## src/rtl/keypad_pkg.sv

```systemverilog
// Shared constants, scan-result/FSM encodings and the keypad position-to-code map.
package keypad_pkg;

    localparam logic [3:0] KEY_HASH = 4'd10;
    localparam logic [3:0] KEY_STAR = 4'd11;
    localparam logic [3:0] KEY_NONE = 4'd15;

    typedef enum logic [1:0] {
        RES_NONE   = 2'd0,
        RES_SINGLE = 2'd1,
        RES_MULTI  = 2'd2
    } scan_res_t;

    typedef enum logic [1:0] {
        ST_IDLE     = 2'd0,
        ST_DEBOUNCE = 2'd1,
        ST_PRESSED  = 2'd2,
        ST_RELEASE  = 2'd3
    } state_t;

    // Rows 0-2 hold digits 1-9 in reading order; the bottom row is '*', 0, '#'.
    function automatic logic [3:0] key_code_of(input logic [1:0] row, input logic [1:0] col);
        logic [3:0] code;
        if (row == 2'd3) begin
            case (col)
                2'd0:    code = KEY_STAR;
                2'd1:    code = 4'd0;
                default: code = KEY_HASH;
            endcase
        end else begin
            code = ({2'b00, row} * 4'd3) + {2'b00, col} + 4'd1;
        end
        return code;
    endfunction

endpackage

```

## src/rtl/keypad_snap_decode.sv

```systemverilog
// Classifies a 12-bit scan snapshot (bit = col*4 + row) as none, single key or multi-key.
module keypad_snap_decode
    import keypad_pkg::*;
(
    input  logic [11:0] snap,
    output scan_res_t   kind,
    output logic [3:0]  code
);

    logic [3:0] ones;
    logic [3:0] found;

    always_comb begin
        ones  = '0;
        found = KEY_NONE;
        for (int unsigned i = 0; i < 12; i++) begin
            if (snap[i]) begin
                ones  = ones + 4'd1;
                found = key_code_of(2'(i % 4), 2'(i / 4));
            end
        end

        kind = RES_NONE;
        code = KEY_NONE;
        if (ones == 4'd1) begin
            kind = RES_SINGLE;
            code = found;
        end else if (ones != 4'd0) begin
            kind = RES_MULTI;
        end
    end

endmodule

```

## src/rtl/keypad_scanner.sv

```systemverilog
// 4x3 matrix keypad scanner: column drive, row snapshot, debounce FSM and one pulse per press.
module keypad_scanner
    import keypad_pkg::*;
#(
    parameter int unsigned SCAN_TICKS     = 2,
    parameter int unsigned DEBOUNCE_SCANS = 3
) (
    input  logic        clk,
    input  logic        rst,
    input  logic [3:0]  row_in,
    output logic [2:0]  col_out,
    output logic [11:0] key_onehot,
    output logic [3:0]  key_code,
    output logic        key_valid,
    output logic        key_held
);

    localparam int unsigned TW        = (SCAN_TICKS > 1) ? $clog2(SCAN_TICKS) : 1;
    localparam logic [TW-1:0] TICK_LAST = TW'(SCAN_TICKS - 1);
    localparam logic [3:0]    DB_LAST   = 4'(DEBOUNCE_SCANS);

    logic [TW-1:0] tick_q, tick_d;
    logic [1:0]    col_idx_q, col_idx_d;
    logic [11:0]   snap_q, snap_d;
    state_t        state_q, state_d;
    logic [3:0]    cand_q, cand_d;
    logic [3:0]    cnt_q, cnt_d;
    logic [11:0]   key_onehot_q, key_onehot_d;
    logic [3:0]    key_code_q, key_code_d;
    logic          key_valid_q, key_valid_d;
    logic          key_held_q, key_held_d;

    logic          tick_last;
    logic          scan_end;
    logic          emit;
    logic [3:0]    emit_code;
    logic [11:0]   eval_snap;
    scan_res_t     res_kind;
    logic [3:0]    res_code;

    // Column 2 rows are evaluated live so the decision uses this scan's final slice.
    assign eval_snap = {row_in, snap_q[7:0]};

    keypad_snap_decode u_decode (
        .snap (eval_snap),
        .kind (res_kind),
        .code (res_code)
    );

    always_comb begin
        tick_last = (tick_q == TICK_LAST);
        scan_end  = tick_last && (col_idx_q == 2'd2);

        tick_d    = tick_last ? '0 : tick_q + 1'b1;
        col_idx_d = col_idx_q;
        snap_d    = snap_q;
        if (tick_last) begin
            col_idx_d = (col_idx_q == 2'd2) ? 2'd0 : col_idx_q + 2'd1;
            case (col_idx_q)
                2'd0:    snap_d[3:0]  = row_in;
                2'd1:    snap_d[7:4]  = row_in;
                default: snap_d[11:8] = row_in;
            endcase
        end

        state_d   = state_q;
        cand_d    = cand_q;
        cnt_d     = cnt_q;
        emit      = 1'b0;
        emit_code = cand_q;

        if (scan_end) begin
            case (state_q)
                ST_IDLE: begin
                    if (res_kind == RES_SINGLE) begin
                        cand_d = res_code;
                        cnt_d  = 4'd1;
                        if (DB_LAST == 4'd1) begin
                            state_d   = ST_PRESSED;
                            emit      = 1'b1;
                            emit_code = res_code;
                        end else begin
                            state_d = ST_DEBOUNCE;
                        end
                    end
                end
                ST_DEBOUNCE: begin
                    if (res_kind == RES_SINGLE && res_code == cand_q) begin
                        cnt_d = cnt_q + 4'd1;
                        if (cnt_q + 4'd1 == DB_LAST) begin
                            state_d = ST_PRESSED;
                            emit    = 1'b1;
                        end
                    end else if (res_kind == RES_SINGLE) begin
                        cand_d = res_code;
                        cnt_d  = 4'd1;
                    end else begin
                        state_d = ST_IDLE;
                        cnt_d   = '0;
                    end
                end
                ST_PRESSED: begin
                    if (res_kind == RES_NONE) begin
                        cnt_d   = 4'd1;
                        state_d = (DB_LAST == 4'd1) ? ST_IDLE : ST_RELEASE;
                    end
                end
                default: begin
                    if (res_kind == RES_NONE) begin
                        cnt_d = cnt_q + 4'd1;
                        if (cnt_q + 4'd1 == DB_LAST) begin
                            state_d = ST_IDLE;
                        end
                    end else begin
                        state_d = ST_PRESSED;
                    end
                end
            endcase
        end

        key_valid_d  = emit;
        key_onehot_d = emit ? (12'h001 << emit_code) : '0;
        key_code_d   = emit ? emit_code : key_code_q;
        key_held_d   = (state_d == ST_PRESSED) || (state_d == ST_RELEASE);
    end

    always_ff @(posedge clk) begin
        if (rst) begin
            tick_q       <= '0;
            col_idx_q    <= '0;
            snap_q       <= '0;
            state_q      <= ST_IDLE;
            cand_q       <= '0;
            cnt_q        <= '0;
            key_onehot_q <= '0;
            key_code_q   <= KEY_NONE;
            key_valid_q  <= 1'b0;
            key_held_q   <= 1'b0;
        end else begin
            tick_q       <= tick_d;
            col_idx_q    <= col_idx_d;
            snap_q       <= snap_d;
            state_q      <= state_d;
            cand_q       <= cand_d;
            cnt_q        <= cnt_d;
            key_onehot_q <= key_onehot_d;
            key_code_q   <= key_code_d;
            key_valid_q  <= key_valid_d;
            key_held_q   <= key_held_d;
        end
    end

    assign col_out    = 3'b001 << col_idx_q;
    assign key_onehot = key_onehot_q;
    assign key_code   = key_code_q;
    assign key_valid  = key_valid_q;
    assign key_held   = key_held_q;

endmodule

```

## config.mk

```make
export PLATFORM = sky130hd
export DESIGN_NAME = keypad_scanner
export DESIGN_NICKNAME = d
export VERILOG_FILES = /design/src/rtl/keypad_pkg.sv /design/src/rtl/keypad_snap_decode.sv /design/src/rtl/keypad_scanner.sv
export SDC_FILE = /design/constraint.sdc
export NUM_CORES = 1
export LEC_CHECK = 0
export ABC_AREA = 1
export BUFFER_PORTS_ARGS = -buffer_cell sky130_fd_sc_hd__buf_2
export CORE_ASPECT_RATIO = 1.1
export CORE_MARGIN = 3
export CORE_UTILIZATION = 50
export DETAILED_ROUTE_END_ITERATION = 10
export MAX_ROUTING_LAYER = met4
export PLACE_DENSITY = 0.7
export SLEW_MARGIN = 20
export SYNTH_ARGS = -nofsm -noshare
export SYNTH_HDL_FRONTEND = slang
export SYNTH_HIERARCHICAL = 1
export SYNTH_SLANG_ARGS = --single-unit
```

## constraint.sdc

```tcl
create_clock -name clk -period 13.49 [get_ports clk]
set_input_delay 2.0235 -clock clk [delete_from_list [all_inputs] [get_ports clk]]
set_output_delay 2.0235 -clock clk [all_outputs]
set_load 0.005 [all_outputs]
```

==> flow_summary.ini, run 1 <==
[logic_synthesis]
synthXorXnorAreaFrac = 0.00548
yosysSeqAreaShare = 0.263
synthAdderAreaFrac = 0.0590
ys.flop_type = dfxtp_1
synth_cell_type_count = 34
synth_edf_count = 0
synth_cells = 459
syn_area_per_cell_sq_um = 6.47
synth_top_family_by_area = simple AND/OR/NAND/NOR gates
synth_compound_area_frac = 0.0817
syn_nets = 479
synthArstFlopShare = 0
muxShareOfSynthArea = 0
synth_simple_gate_area_frac = 0.488
yosysWarnings = 6
synth-seq-cells = 39
synth_area_sq_um = 2970

[timing]
final.min_clock_period_ns = 6.87
post-route-period-util = 0.509
tns_ns = 0
hold_violations = 0
clock_skew_ns = 0.00884
tightest_slew_ns = 0.538
slew_headroom = 0.641
slew_violations = 0
fmax_mhz = 146
finalSetupViolCount = 0
rsz0062_at_grt = false
setup_slack_ns = 6.62

[floorplan]
die_x_um = 79.5
ios = 27
die_h_um = 86.8
num_rows = 28
start_util = 0.533
core_region_area_sq_um = 5570
dieArea_sq_um = 6900

[global_route]
grt_pass1_vias = 2563
overflow = 0
grt_first_pass_wirelength_um = 10400
grt_antenna_before_repair = 0
gr-usage-all-layers = 0.188
grt_max_degree = 18

[power]
powerDensity_nw_per_um2 = 97.4
vdd_drop_max_v = 0.0000735
p_leak_nw = 1.74

[clock_tree]
cts.path.max_buffers = 2
clock-sinks = 39
clkLatencyLatePin_ns = 0.29
ctsHtreeMaxLevel = 2
post_cts_resized = 0
postCtsSetupBuffers = 0
cts_hold_buffers = 0
clk_pin_slew_ns = 0.08
cts_buffers = 5
root_buffer = clkbuf_8
cts_tree = yes

[place]
gp_congestion = 0.802
hpwl_um = 4780
place_ws_ns = 6.63
io_buffers = 26
dp_cells = 557

[routing]
detail_route.iter0.violations = 128
routed_wl_um = 5890
route.detailed.drc = 0
dr.pass1.iters = 4
postRouteAntennaNets = 0
dr_total_vias = 2770
via_per_inst = 4.90
avgRoutedWirePerCell_um = 10.4

[cells_and_area]
syn2layout_area_growth_pct = 9.98
fill_cells = 506
finalNonFillerCells = 565
n_antenna_cell = 0
finalNetCount = 509
drive_above_1_share = 0.229
seq_area_sq_um = 781
multi_input_area_sq_um = 1880

[critical_path]
slowest_delay_ns = 0.38
critPathArrivalTime_ns = 7.06
crit_type = flop to flop
cp_common_cell = nand2_1
cp-end-kind = flop
start_kind = flop
crit_slowest_cell = dfxtp_1
path_max_fanout = 5
cp.required_ns = 13.68

[hold_path]
hp-class = flop to flop

[status]
outcome = finished, final reports clean

[job]
max_cap_viol_count = 0
## Yosys cell counts (all sizes together), types with 2 or more instances
cell type	n	area share
a21oi	25	0.043
nand4	7	0.019
nand2	159	0.23
or2	6	0.013
nor2	48	0.082
dfxtp	39	0.26
nand3	49	0.11
nand3b	7	0.018
clkbuf	2	0.0025
ha	14	0.059
nor3	3	0.0088
inv	78	0.099
o22ai	3	0.0063
o21ai	12	0.021
## cell usage in the layout, fill, tap and decap left out, types with 2 or more instances in the layout
| cell | n |
|---|---|
| a21oi_1 | 24 |
| buf_2 | 26 |
| clkbuf_8 | 5 |
| dfxtp_1 | 39 |
| ha_1 | 14 |
| inv_1 | 64 |
| inv_2 | 14 |
| nand2_1 | 129 |
| nand2_2 | 25 |
| nand2_4 | 5 |
| nand3_1 | 35 |
| nand3_2 | 12 |
| nand3_4 | 2 |
| nand3b_1 | 7 |
| nand4_1 | 5 |
| nand4_2 | 2 |
| nor2_1 | 38 |
| nor2_2 | 4 |
| nor2_4 | 5 |
| nor3_1 | 2 |
| o21ai_0 | 11 |
| o22ai_1 | 3 |
| or2_2 | 5 |
## final timing paths
path | slack, ns | depth (start not counted) | startpoint | to
setup / recovery | 6.62 | 44 | snap_q[1] | key_code[3]
hold / removal | 0.53 | 3 | key_code[0] | key_code[0]
setup reg to reg | 6.62 | 44 | snap_q[1] | key_code[3]
hold reg to reg | 0.53 | 3 | key_code[0] | key_code[0]
## worst max-delay path, delay by kind of cell (launching register included)
family          cells  cell delay (ns)
simple gates       28             3.22
compound gates      1             0.10
flops               1             0.38
fa+ha+maj          10             2.76
buf+inv             5             0.27
## per-stage QoR
stage	area, sq um	util	total power [mW]	hold WS [ns]
after floorplan	2970	-	0.223	0.488
after global placement	3180	0.571	0.240	0.505
after detailed placement	3180	0.571	0.244	0.510
after CTS	3270	0.586	0.320	0.527
after global routing	3270	0.586	0.343	0.549
final	3270	0.586	0.318	0.526
## cells by family after synthesis
kind of cell               after synthesis
xor gates and xnor gates                 1
adders and majority gates               14
DFF                                     39
AOI/OAI and AO/OA                       44
and+or+nand+nor                        280
buffers and inverters                   81
## layer usage
layer  wire (um)  track usage  vias up
li1            -            -     1509
met4          45       0.0359        0
met3         218       0.0374        7
met1        2970        0.241     1222
met5           0            -        -
met2        2660        0.309       32
## final cells by class
cell class | count | share of cell area
Clock inverter | 2 | 0.00383
Clock buffer | 6 | 0.0222
Tap cell | 75 | 0.0287
Sequential cell | 39 | 0.239
Timing Repair Buffer | 26 | 0.0398
Inverter | 78 | 0.0896
Multi-Input combinational cell | 339 | 0.577
## sequential cells by signal, indices dropped and copies added (netlist names), 2 cells and up
signal,count
state_q,2
cand_q,4
cnt_q,4
key_onehot,12
snap_q,8
key_code,4
col_idx_q,2
## where the power goes
part           internal (mW)  switching [mW]  total (mW)
registers              0.117         0.00351       0.121
clock network         0.0361          0.0403      0.0765
logic                 0.0427          0.0781       0.121
total                  0.196           0.122       0.318
(Power assumes the default switching activity.)
==> run 2: changes to the inputs <==
clock period = 6.4 ns   (was 13.49 ns; I/O delays follow)
==> run 2 against run 1 <==
Worst hold slack better by 0.00059 ns. Largest power group is now combinational cells. Global-route usage is 0.95 points higher. Non-clock buffer count is 38 higher. Flip-flop and latch count stayed put. Sequential share of layout area is 3.6 points lower. Register-to-register slack worse by 6.4 ns. Cell area is 18% higher. Clock power grew to 2.8 times the previous value. Clock skew is 0.0021 ns lower.
==> flow_summary.ini, run 2 (synthesis results as in run 1) <==
[status]
outcome = finished, final reports clean

[critical_path]
critPathTopFamily = simple AND/OR/NAND/NOR gates
crit_slowest_cell = dfxtp_2
cp_common_cell = ha_4
cp.required_ns = 6.58
cp-end-kind = flop
start_kind = flop
path_depth = 44
path_max_fanout = 5
critPathBufInv = 5
slowest_delay_ns = 0.36
reg2reg_depth = 44
critPathArrivalTime_ns = 6.41
r2r_slack_ns = 0.17
crit_type = flop to flop

[clock_tree]
cts_tree = yes
clk_pin_slew_ns = 0.08
clock-sinks = 39
cts.path.max_buffers = 2
ctsHtreeMaxLevel = 2
cts_buffers = 5
clkLatencyLatePin_ns = 0.29
root_buffer = clkbuf_8
cts_hold_buffers = 0

[routing]
postRouteAntennaNets = 0
dr.pass1.iters = 5
routed_wl_um = 7170
route.detailed.drc = 0
detail_route.iter0.violations = 192
via_per_inst = 5.04
avgRoutedWirePerCell_um = 11.9
dr_total_vias = 3040

[timing]
clock_skew_ns = 0.00675
final.min_clock_period_ns = 6.23
holdWs_ns = 0.526
slew_headroom = 0.598
tightest_slew_ns = 0.602
setup_slack_ns = 0.172
finalSetupViolCount = 0
fmax_mhz = 161
post-route-period-util = 0.973
slew_violations = 0
hold_violations = 0

[cells_and_area]
n_antenna_cell = 0
largest_register_ffs = 12
final_util = 0.694
finalNonFillerCells = 603
finalNetCount = 547
drive_above_1_share = 0.362
final_cell_mix = 110 x nand2_1, 59 x inv_1, 37 x nor2_1, 37 x dfxtp_1, 37 x buf_4
syn2layout_area_growth_pct = 30.2
layout_commonest_cell = nand2_1

[power]
vdd_drop_max_v = 0.000139
power_mw = 0.890
p_leak_nw = 1.98
powerDensity_nw_per_um2 = 230

[hold_path]
hold_depth = 3
hp-class = flop to flop

[floorplan]
die_h_um = 86.8
dieArea_sq_um = 6900
start_util = 0.533
ios = 27
num_rows = 28
core_region_area_sq_um = 5570
die_x_um = 79.5

[job]
max_cap_viol_count = 0

[place]
place_ws_ns = -0.401
dp_cells = 574
io_buffers = 26
gp_congestion = 0.837
hpwl_um = 4890

[global_route]
grt_first_pass_wirelength_um = 10900
grt_max_degree = 18
gr-usage-all-layers = 0.197
overflow = 0
grt_antenna_before_repair = 0
grt_pass1_vias = 2605
run 2: changes by cell type in the layout (fill, tap and decap cells not counted), moves of 2 or more:
| cell | previous run | this run |
|---|---|---|
| ha_1 | 14 | 3 |
| nand2_1 | 129 | 110 |
| inv_2 | 14 | 19 |
| nand2_2 | 25 | 35 |
| inv_1 | 64 | 59 |
| dfxtp_1 | 39 | 37 |
| ha_4 | 0 | 11 |
| buf_4 | 0 | 37 |
| nand2_4 | 5 | 14 |
| dfxtp_2 | 0 | 2 |
| a21oi_4 | 0 | 2 |
run 2: cell type report:
cell class,instances,area [sq um]
Clock inverter,2,35.0
Tap cell,75,93.8
Fill cell,461,1700
Timing Repair Buffer,64,419
Clock buffer,6,82.6
Inverter,78,293
Sequential cell,39,783
Multi-Input combinational cell,339,2160
run 2: metal layers:
| metal | GRT usage | part of all wire | vias up |
|---|---|---|---|
| li1 | - | - | 1591 |
| met4 | 0.0438 | 0.0095 | 0 |
| met2 | 0.332 | 0.49 | 67 |
| met5 | - | 0 | - |
| met3 | 0.0260 | 0.033 | 9 |
| met1 | 0.252 | 0.47 | 1373 |
run 2: path summary, 6_finish.rpt:
| check | startpoint | to |
|---|---|---|
| setup / recovery | snap_q[1] | key_code[3] |
| hold / removal | key_code[1] | key_code[1] |
| setup reg to reg | snap_q[1] | key_code[3] |
| hold reg to reg | key_code[1] | key_code[1] |
run 2: worst reg2reg max path, delay by kind of cell (launching register included):
kind,cells,cell delay [ns]
fa+ha+maj,10,2.41
buf+inv,5,0.24
compound gates,1,0.10
flops,1,0.36
simple gates,28,3.02
run 2: through the flow:
| stage | cell area, sq um | TNS (ns) |
|---|---|---|
| after floorplan | 2970 | 0 |
| after CTS | 3610 | 0 |
| after detailed placement | 3310 | -8.60 |
| after global placement | 3310 | -2.83 |
| after global routing | 3870 | -1.52 |
| final | 3870 | 0 |
run 2: what timing repair did:
action	CTS	global route
gates resized for setup	16	40
pin swaps	19	30
setup buffers	15	6
endpoints found under the setup margin	28	28
endpoints found under the hold margin	0	0
run 2: power breakdown:
group,internal [mW],switching (mW)
Clock,0.126,0.0864
Combinational,0.187,0.236
Sequential,0.248,0.00736
==> run 3: changes to the inputs <==
CORE_UTILIZATION = 39   (was 50)
PLACE_DENSITY = 0.57   (was 0.7)
==> run 3 against run 2 <==
Register-to-register slack got worse by 0.04 ns. Worst hold slack improved by 0.0034 ns. Via count rose by 8.7%. Combinational power rose by 25%. Sequential share of layout area fell by 3.1 points. First-iteration DRC count fell by 33%. Count of clock-buffer cells in the layout did not move. Wire length rose by 17%. Critical path type unchanged. Largest cell class unchanged.
==> flow_summary.ini, run 3 (synthesis results as in run 1) <==
[cells_and_area]
fill_cells = 647
largest_register_ffs = 12
final_util = 0.634
n_antenna_cell = 0
syn2layout_area_growth_pct = 53.9
multi_input_area_sq_um = 2400
seq_area_sq_um = 786
finalNetCount = 604
drive_above_1_share = 0.506
layout_commonest_cell = buf_4
final_cell_mix = 85 x buf_4, 83 x nand2_1, 55 x inv_1, 51 x nand2_2, 37 x dfxtp_1

[clock_tree]
cts.path.max_buffers = 2
cts_buffers = 5
cts_hold_buffers = 0
clk_pin_slew_ns = 0.08
clkLatencyLatePin_ns = 0.29
cts_tree = yes
clock-sinks = 39
root_buffer = clkbuf_8
ctsHtreeMaxLevel = 2

[timing]
rsz0062_at_grt = true
hold_violations = 0
holdWs_ns = 0.530
final.min_clock_period_ns = 6.27
clock_skew_ns = 0.0131
slew_violations = 0
setup_slack_ns = 0.129
post-route-period-util = 0.980
fmax_mhz = 159
slew_headroom = 0.584
tns_ns = 0
tightest_slew_ns = 0.624
finalSetupViolCount = 0

[floorplan]
start_util = 0.412
die_x_um = 89.2
die_h_um = 97.5
core_region_area_sq_um = 7210
num_rows = 32
ios = 27
dieArea_sq_um = 8700

[job]
max_cap_viol_count = 0

[power]
powerDensity_nw_per_um2 = 207
power_mw = 0.946
vdd_drop_max_v = 0.000150
p_leak_nw = 2.31

[routing]
dr.pass1.iters = 4
route.detailed.drc = 0
detail_route.iter0.violations = 129
via_per_inst = 4.93
routed_wl_um = 8430
dr_total_vias = 3304
avgRoutedWirePerCell_um = 12.6
postRouteAntennaNets = 0

[critical_path]
r2r_slack_ns = 0.13
r2r_start = snap_q[1]
cp.required_ns = 6.57
crit_slowest_cell = dfxtp_2
path_max_fanout = 6
crit_start = snap_q[1]
critPathArrivalTime_ns = 6.44
cp-end-kind = flop
start_kind = flop
crit_type = flop to flop
slowest_delay_ns = 0.34
cp_common_cell = nand2_4

[place]
io_buffers = 26
hpwl_um = 5190
place_ws_ns = -0.335
gp_congestion = 0.847

[hold_path]
hp-start = key_code[2]
hp-class = flop to flop

[global_route]
grt_max_degree = 18
grt_antenna_before_repair = 0
grt_pass1_vias = 3144
gr-usage-all-layers = 0.193
overflow = 0
grt_first_pass_wirelength_um = 13500

[status]
outcome = finished, final reports clean
run 3: final cells by class:
type / instances / share of cell area
clock inverters: 2 / 0.00274
flip-flops and latches: 39 / 0.172
well taps: 85 / 0.0233
multi-input cells: 339 / 0.526
inverters: 78 / 0.0657
repair buffers: 121 / 0.195
clock buffers: 6 / 0.0159
run 3: critical path: cells and delay by family, from the launching register on:
family	cells	cell delay [ns]
and+or+nand+nor	26	2.66
AOI/OAI and AO/OA	2	0.13
adders and majority gates	10	2.29
DFF	1	0.34
buffers and inverters	8	0.70
run 3: final timing paths:
path                 endpoint  depth (start not counted)
setup reg to reg    cand_q[0]                         46
hold reg to reg   key_code[2]                          3
hold / removal    key_code[2]                          3
setup / recovery    cand_q[0]                         46
run 3: per-stage QoR:
stage | area (sq um) | instances
4_1_cts | 4120 | 664
2_1_floorplan | 2970 | 459
6_report | 4570 | 670
3_5_place_dp | 3370 | 590
5_1_grt | 4570 | 670
3_3_place_gp | 3370 | 590
run 3: per-layer routing:
layer  GRT usage  up-vias  share of wire
met2       0.320       65           0.52
met5           -        -              0
met1       0.242     1533           0.43
met3      0.0237       14          0.027
li1            -     1692              -
met4      0.0584        0          0.014
run 3: power breakdown:
part | internal [mW] | total, mW | switching [mW]
Combinational | 0.260 | 0.527 | 0.267
Sequential | 0.248 | 0.256 | 0.00881
Clock | 0.0761 | 0.163 | 0.0867
Total | 0.583 | 0.946 | 0.362
run 3: repair_timing:
| item | CTS | global route |
|---|---|---|
| gates resized for setup | 46 | 89 |
| pin swaps | 56 | 74 |
| hold endpoints to repair | 0 | 0 |
| buffers inserted | 69 | 13 |
| endpoints found under the setup margin | 28 | 28 |
